<file path="config.mk">
export PLATFORM = sky130hd
export DESIGN_NAME = mem_arbiter_flat
export DESIGN_NICKNAME = d
export VERILOG_FILES = /design/src/rtl/mem_arbiter_pkg.sv /design/src/rtl/mem_arbiter_if.sv /design/src/rtl/mem_arb_port_mux.sv /design/src/rtl/mem_arbiter.sv /design/src/flat_wrapper.sv
export SDC_FILE = /design/constraint.sdc
export NUM_CORES = 1
export LEC_CHECK = 0
export BUFFER_PORTS_ARGS = -buffer_cell sky130_fd_sc_hd__buf_4
export CORE_UTILIZATION = 40
export CTS_CLUSTER_SIZE = 25
export DETAILED_ROUTE_END_ITERATION = 8
export PLACE_DENSITY = 0.78
export REMOVE_ABC_BUFFERS = 1
export SLEW_MARGIN = 20
export SYNTH_ARGS = -nofsm -noshare
export SYNTH_HDL_FRONTEND = slang
export SYNTH_HIERARCHICAL = 1
export SYNTH_SLANG_ARGS = --single-unit
</file>
<file path="constraint.sdc">
create_clock -name clk -period 1.48 [get_ports clk]
set_clock_uncertainty 0.15 [all_clocks]
set_input_delay 0.074 -clock clk [delete_from_list [all_inputs] [get_ports clk]]
set_output_delay 0.074 -clock clk [all_outputs]
set_load 0.02 [all_outputs]
</file>
<file path="src/rtl/mem_arbiter_pkg.sv">
// rtl/mem_arbiter_pkg.sv - shared types and width defaults for the memory arbiter
package mem_arbiter_pkg;

  localparam int ADDR_W_DEF = 4;
  localparam int DATA_W_DEF = 8;

  typedef enum logic [1:0] {
    IDLE    = 2'd0,
    OWN_CPU = 2'd1,
    OWN_DBG = 2'd2
  } arb_state_e;

  typedef enum logic {
    PORT_CPU = 1'b0,
    PORT_DBG = 1'b1
  } port_id_e;

endpackage

</file>
<file path="src/rtl/mem_arbiter_if.sv">
// rtl/mem_arbiter_if.sv - one requester port of the memory arbiter (CPU or debug loader)
interface mem_arbiter_if
  import mem_arbiter_pkg::*;
#(
  parameter int ADDR_W = ADDR_W_DEF,
  parameter int DATA_W = DATA_W_DEF
);

  logic              req;
  logic              we;
  logic [ADDR_W-1:0] addr;
  logic [DATA_W-1:0] wdata;
  logic              gnt;
  logic [DATA_W-1:0] rdata;
  logic              rvalid;

  modport master (
    output req, we, addr, wdata,
    input  gnt, rdata, rvalid
  );

  modport slave (
    input  req, we, addr, wdata,
    output gnt, rdata, rvalid
  );

endinterface

</file>
<file path="src/rtl/mem_arb_port_mux.sv">
// rtl/mem_arb_port_mux.sv - steers the granted port's address/data/we onto the memory bus
module mem_arb_port_mux
  import mem_arbiter_pkg::*;
#(
  parameter int ADDR_W = ADDR_W_DEF,
  parameter int DATA_W = DATA_W_DEF
) (
  input  logic              gnt_valid,
  input  port_id_e          owner,
  input  logic              cpu_we,
  input  logic [ADDR_W-1:0] cpu_addr,
  input  logic [DATA_W-1:0] cpu_wdata,
  input  logic              dbg_we,
  input  logic [ADDR_W-1:0] dbg_addr,
  input  logic [DATA_W-1:0] dbg_wdata,
  output logic [ADDR_W-1:0] mem_address,
  output logic [DATA_W-1:0] mem_acc,
  output logic              mem_read,
  output logic              mem_write
);

  // The bus is held at zero whenever nobody is granted.
  always_comb begin
    mem_address = '0;
    mem_acc     = '0;
    mem_read    = 1'b0;
    mem_write   = 1'b0;
    if (gnt_valid) begin
      if (owner == PORT_CPU) begin
        mem_address = cpu_addr;
        mem_acc     = cpu_wdata;
        mem_write   = cpu_we;
        mem_read    = !cpu_we;
      end else begin
        mem_address = dbg_addr;
        mem_acc     = dbg_wdata;
        mem_write   = dbg_we;
        mem_read    = !dbg_we;
      end
    end
  end

endmodule

</file>
<file path="src/rtl/mem_arbiter.sv">
// rtl/mem_arbiter.sv - CPU/debug arbiter for a shared data memory
// MEM_ARB_ROUND_ROBIN_EN selects round-robin with HOLD_MAX fairness; default is fixed CPU priority.
module mem_arbiter
  import mem_arbiter_pkg::*;
#(
  parameter int ADDR_W   = ADDR_W_DEF,
  parameter int DATA_W   = DATA_W_DEF,
  parameter int HOLD_MAX = 4
) (
  input  logic              clk,
  input  logic              rst,
  mem_arbiter_if.slave      cpu,
  mem_arbiter_if.slave      dbg,
  output logic [ADDR_W-1:0] mem_address,
  output logic [DATA_W-1:0] mem_acc,
  output logic              mem_read,
  output logic              mem_write,
  input  logic [DATA_W-1:0] mem_data
);

  localparam int HOLD_W = $clog2(HOLD_MAX + 1);
  localparam logic [HOLD_W-1:0] HOLD_LIM = HOLD_W'(HOLD_MAX);

  arb_state_e        state_q, state_d;
  port_id_e          last_q, last_d;
  logic [HOLD_W-1:0] hold_q, hold_d;
  logic [DATA_W-1:0] cpu_rdata_q, cpu_rdata_d;
  logic [DATA_W-1:0] dbg_rdata_q, dbg_rdata_d;
  logic              cpu_rvalid_q, cpu_rvalid_d;
  logic              dbg_rvalid_q, dbg_rvalid_d;

  logic cpu_gnt, dbg_gnt;
  logic cpu_yield, dbg_yield, tie_cpu;

  // Reset gates the grants so nothing reaches the memory while rst is high.
  assign cpu_gnt = !rst && (state_q == OWN_CPU) && cpu.req;
  assign dbg_gnt = !rst && (state_q == OWN_DBG) && dbg.req;

`ifdef MEM_ARB_ROUND_ROBIN_EN
  localparam logic [HOLD_W-1:0] HOLD_LAST = HOLD_W'(HOLD_MAX - 1);
  assign cpu_yield = dbg.req && (hold_q >= HOLD_LAST);
  assign dbg_yield = cpu.req && (hold_q >= HOLD_LAST);
  assign tie_cpu   = (last_q == PORT_DBG);
`else
  assign cpu_yield = 1'b0;
  assign dbg_yield = cpu.req;
  assign tie_cpu   = 1'b1;
`endif

  always_comb begin
    state_d = state_q;
    unique case (state_q)
      IDLE: begin
        if (cpu.req && dbg.req) state_d = tie_cpu ? OWN_CPU : OWN_DBG;
        else if (cpu.req)       state_d = OWN_CPU;
        else if (dbg.req)       state_d = OWN_DBG;
      end
      OWN_CPU: begin
        if (cpu.req && !cpu_yield) state_d = OWN_CPU;
        else if (dbg.req)          state_d = OWN_DBG;
        else                       state_d = IDLE;
      end
      OWN_DBG: begin
        if (dbg.req && !dbg_yield) state_d = OWN_DBG;
        else if (cpu.req)          state_d = OWN_CPU;
        else                       state_d = IDLE;
      end
      default: state_d = IDLE;
    endcase
  end

  // Hold count tracks contested grants to the current owner; saturates at HOLD_MAX.
  always_comb begin
    hold_d = '0;
    if (((cpu_gnt && dbg.req) || (dbg_gnt && cpu.req)) && (state_d == state_q)) begin
      hold_d = (hold_q < HOLD_LIM) ? hold_q + HOLD_W'(1) : hold_q;
    end
  end

  always_comb begin
    last_d       = last_q;
    if (cpu_gnt)      last_d = PORT_CPU;
    else if (dbg_gnt) last_d = PORT_DBG;
    cpu_rvalid_d = cpu_gnt && !cpu.we;
    dbg_rvalid_d = dbg_gnt && !dbg.we;
    cpu_rdata_d  = cpu_rvalid_d ? mem_data : cpu_rdata_q;
    dbg_rdata_d  = dbg_rvalid_d ? mem_data : dbg_rdata_q;
  end

  always_ff @(posedge clk) begin
    if (rst) begin
      state_q      <= IDLE;
      last_q       <= PORT_DBG;
      hold_q       <= '0;
      cpu_rdata_q  <= '0;
      dbg_rdata_q  <= '0;
      cpu_rvalid_q <= 1'b0;
      dbg_rvalid_q <= 1'b0;
    end else begin
      state_q      <= state_d;
      last_q       <= last_d;
      hold_q       <= hold_d;
      cpu_rdata_q  <= cpu_rdata_d;
      dbg_rdata_q  <= dbg_rdata_d;
      cpu_rvalid_q <= cpu_rvalid_d;
      dbg_rvalid_q <= dbg_rvalid_d;
    end
  end

  assign cpu.gnt    = cpu_gnt;
  assign cpu.rdata  = cpu_rdata_q;
  assign cpu.rvalid = cpu_rvalid_q;
  assign dbg.gnt    = dbg_gnt;
  assign dbg.rdata  = dbg_rdata_q;
  assign dbg.rvalid = dbg_rvalid_q;

  mem_arb_port_mux #(
    .ADDR_W (ADDR_W),
    .DATA_W (DATA_W)
  ) u_port_mux (
    .gnt_valid   (cpu_gnt || dbg_gnt),
    .owner       (cpu_gnt ? PORT_CPU : PORT_DBG),
    .cpu_we      (cpu.we),
    .cpu_addr    (cpu.addr),
    .cpu_wdata   (cpu.wdata),
    .dbg_we      (dbg.we),
    .dbg_addr    (dbg.addr),
    .dbg_wdata   (dbg.wdata),
    .mem_address (mem_address),
    .mem_acc     (mem_acc),
    .mem_read    (mem_read),
    .mem_write   (mem_write)
  );

endmodule
</file>
<file path="src/flat_wrapper.sv">
// flat-port wrapper written by rule: the top's interface ports become plain ports
module mem_arbiter_flat import mem_arbiter_pkg::*;
#(
  parameter int ADDR_W   = ADDR_W_DEF,
  parameter int DATA_W   = DATA_W_DEF,
  parameter int HOLD_MAX = 4
)
  (clk, rst, mem_address, mem_acc, mem_read, mem_write, mem_data, cpu_req, cpu_we, cpu_addr, cpu_wdata, cpu_gnt, cpu_rdata, cpu_rvalid, dbg_req, dbg_we, dbg_addr, dbg_wdata, dbg_gnt, dbg_rdata, dbg_rvalid);
  mem_arbiter_if #(.ADDR_W(ADDR_W), .DATA_W(DATA_W)) cpu_i ();
  mem_arbiter_if #(.ADDR_W(ADDR_W), .DATA_W(DATA_W)) dbg_i ();
  input  logic clk;
  input  logic rst;
  output logic [ADDR_W-1:0] mem_address;
  output logic [DATA_W-1:0] mem_acc;
  output logic mem_read;
  output logic mem_write;
  input  logic [DATA_W-1:0] mem_data;
  input wire logic [$bits(cpu_i.req)-1:0] cpu_req;
  input wire logic [$bits(cpu_i.we)-1:0] cpu_we;
  input wire logic [$bits(cpu_i.addr)-1:0] cpu_addr;
  input wire logic [$bits(cpu_i.wdata)-1:0] cpu_wdata;
  output wire logic [$bits(cpu_i.gnt)-1:0] cpu_gnt;
  output wire logic [$bits(cpu_i.rdata)-1:0] cpu_rdata;
  output wire logic [$bits(cpu_i.rvalid)-1:0] cpu_rvalid;
  input wire logic [$bits(dbg_i.req)-1:0] dbg_req;
  input wire logic [$bits(dbg_i.we)-1:0] dbg_we;
  input wire logic [$bits(dbg_i.addr)-1:0] dbg_addr;
  input wire logic [$bits(dbg_i.wdata)-1:0] dbg_wdata;
  output wire logic [$bits(dbg_i.gnt)-1:0] dbg_gnt;
  output wire logic [$bits(dbg_i.rdata)-1:0] dbg_rdata;
  output wire logic [$bits(dbg_i.rvalid)-1:0] dbg_rvalid;
  assign cpu_i.req = cpu_req;
  assign cpu_i.we = cpu_we;
  assign cpu_i.addr = cpu_addr;
  assign cpu_i.wdata = cpu_wdata;
  assign cpu_gnt = cpu_i.gnt;
  assign cpu_rdata = cpu_i.rdata;
  assign cpu_rvalid = cpu_i.rvalid;
  assign dbg_i.req = dbg_req;
  assign dbg_i.we = dbg_we;
  assign dbg_i.addr = dbg_addr;
  assign dbg_i.wdata = dbg_wdata;
  assign dbg_gnt = dbg_i.gnt;
  assign dbg_rdata = dbg_i.rdata;
  assign dbg_rvalid = dbg_i.rvalid;
  mem_arbiter #(.ADDR_W(ADDR_W), .DATA_W(DATA_W), .HOLD_MAX(HOLD_MAX)) u_core (.clk(clk), .rst(rst), .cpu(cpu_i), .dbg(dbg_i), .mem_address(mem_address), .mem_acc(mem_acc), .mem_read(mem_read), .mem_write(mem_write), .mem_data(mem_data));
endmodule
</file>
==> flow_summary.ini <==
[cells_and_area]
post-route-util_pct = 81.6
final_area_sq_um = 2020
n_antenna_cell = 0
n_fill_cell = 139
syn2layout_area_growth_pct = 92.3
fin_cells = 239
nets = 248
drive_gt1_share_pct = 55.0

[synthesis]
seq_area_frac_synth_pct = 38.1
synth.avg_cell_area_sq_um = 8.98
syn_inst = 117
synth_top_area_cell = dfxtp_1
synth.top_cell.area_share_pct = 38.1
synth-seq-cells = 20
syn_area_sq_um = 1050
ys_types = 21
synth_area_leaders = dfxtp_1 (38%), mux2i_1 (12%), a21oi_1 (8.1%), nor2b_1 (7.7%), nand3_1 (7.6%)
yosys_warnings = 6

[power]
p_leak_nw = 0.951
netSwitchingFraction_pct = 24.0
p_clk_share_pct = 35.4
p_sw_uw = 308
power_density_nw_per_um2 = 635
finalPower_mw = 1.28
p_int_uw = 974
max-vdd-ir-drop_uv = 639
p_comb_share_pct = 21.8
p_seq_share_pct = 42.9

[sta]
fin_tns_setup_ps = -5310
slew_viol_final = 0
post-route-min-period_ps = 1820
hold_ws_ps = -178
max_slew_margin_pct = 77.4
worstMarginPinSlew_ps = 330
hold_violations = 5
grt_setup_unrepaired = yes
timing.fmax_mhz = 551
setup_viol = 24
post-route-period-util_pct = 123
setup_ws_ps = -335

[global_route]
overflow = 0
antenna_found_initial = 0
grt_max_degree = 23
grtUsageMet1_pct = 28.0
grt_busiest_layer = met2
grt_util_all_layers_pct = 24.7
grt_pass1_vias = 1206
grt_pass1_wl_mm = 5.08
grt.met3_usage_pct = 3.45
met2_usage_pct = 46.5

[clock_tree]
clkTransAtPathRegs_ps = 110
cts_made_buffers = 3
h-tree-depth = 1
holdBufCountCts = 15
cts_buffer_depth = 2
root_buffer = clkbuf_4
clk_latency_ps = 300
cts_tree = done
clock_sinks = 20

[worst_setup_path]
cp.buffers_inverters = 1
worstRegToRegCells = 8
cp_max_fo = 4
max_stage_delay_ps = 360
worst_path_max_delay_cell = dfxtp_4
crit_chain = nand4bb_4 > mux2i_2 > and2_4 > buf_6
cp.required_ps = 1260
arrival_ps = 1590
critPathKind = flip-flop to output port
critPathTopFamily = simple AND/OR/NAND/NOR gates
crit_path_end_kind = output port
start_kind = flip-flop
crit_cells = 4

[drt]
drtIter0Drc = 30
first_pass_iters = 4
via_per_inst = 5.40
vias = 1290
route.detailed.drc = 0
postRouteAntennaNets = 0
finalWirelength_mm = 3.77
wl_per_cell_um = 15.8

[die]
die_y_um = 53.3
rows = 18
ioPinCount = 72
core_sq_um = 2480
die_area_sq_um = 2840
die_width_um = 53.3
initial_core_util_pct = 42.4

[placement]
place_area_sq_um = 1580
dpl.hpwl_mm = 2.17
io_buffers = 71
placedCellCount = 212
place.gp.congestion = 0.830
pre_cts_ws_ps = 40.0

[hold_path]
whs_path_depth = 2
min_path_type = input pin to flip-flop

[status]
violations = negative hold slack, negative setup slack
status = finished, violations left

[job]
drv_cap = 0
==> what timing repair did <==
| item | 4_1_cts | 5_1_grt |
|---|---|---|
| endpoints found under the setup margin | 16 | 24 |
| hold endpoints to repair | 20 | 5 |
| gates resized for setup | 27 | 23 |
| gates cloned | 1 | 1 |
| setup buffers | 4 | 2 |
| pin swaps | 2 | 5 |
==> sequential cells by signal, indices dropped and copies added, names as in the netlist <==
register	count
u_core/dbg.rdata	8
u_core/cpu.rdata	8
u_core/dbg.rvalid	1
u_core/state_q	2
u_core/cpu.rvalid	1
==> cell usage in the layout (no fill, tap or decap), drive strengths merged <==
master	instances
a2111oi	1
a21oi	17
and2	1
buf	80
bufinv	1
clkbuf	4
clkinv	1
dfxtp	20
dlygate4sd3	15
inv	4
mux2i	13
nand2	2
nand2b	1
nand3	16
nand4bb	2
nor2	2
nor2b	13
o21ai	16
==> worst paths after layout <==
kind	startpoint	end	slack, ps
max reg2reg	u_core/state_q[1]	u_core/dbg.rdata[6]	-140
max	u_core/state_q[1]	mem_read	-340
min	rst	u_core/cpu.rdata[6]	-180
min reg2reg	u_core/state_q[0]	u_core/state_q[0]	320
==> cell usage after synthesis (all sizes together) <==
cell / n
nor2: 2
clkinv: 2
and2: 1
nand4bb: 2
buf: 7
a2111oi: 1
clkbuf: 2
nand2: 1
mux2i: 13
dfxtp: 20
a21oi: 17
o21ai: 16
inv: 3
nor2b: 13
nand2b: 1
nand3: 16
==> layout make-up <==
| class | count | area [sq um] | area share [%] |
|---|---|---|---|
| Sequential cell | 20 | 408 | 20.2 |
| Multi-Input combinational cell | 84 | 656 | 32.4 |
| Inverter | 5 | 33.8 | 1.67 |
| Clock inverter | 1 | 30.0 | 1.49 |
| Tap cell | 30 | 37.5 | 1.86 |
| Clock buffer | 3 | 22.5 | 1.11 |
| Timing Repair Buffer | 96 | 833 | 41.2 |
==> power by group through the flow <==
| stage | Sequential (mW) | Combinational [mW] | Clock (mW) |
|---|---|---|---|
| 5_1_grt | 0.551 | 0.295 | 0.485 |
| 4_1_cts | 0.551 | 0.252 | 0.457 |
| 3_3_place_gp | 0.563 | 0.201 | 0 |
| 2_1_floorplan | 0.568 | 0.0661 | 0 |
| 3_5_place_dp | 0.563 | 0.206 | 0 |
| 6_report | 0.549 | 0.279 | 0.453 |
==> layer usage <==
metal,up-vias,share of wire (%)
li1,598,-
met4,0,0.61
met3,6,8.4
met1,600,39
met2,86,52
met5,-,0
==> kinds of logic after synthesis <==
| family | count (synthesis) | share of synthesized area, % |
|---|---|---|
| muxes | 13 | 12.4 |
| buffers and inverters | 14 | 9.17 |
| and+or+nand+nor | 36 | 21.3 |
| AOI/OAI and AO/OA | 34 | 19.0 |
| DFF | 20 | 38.1 |
(Power assumes the default switching activity.)
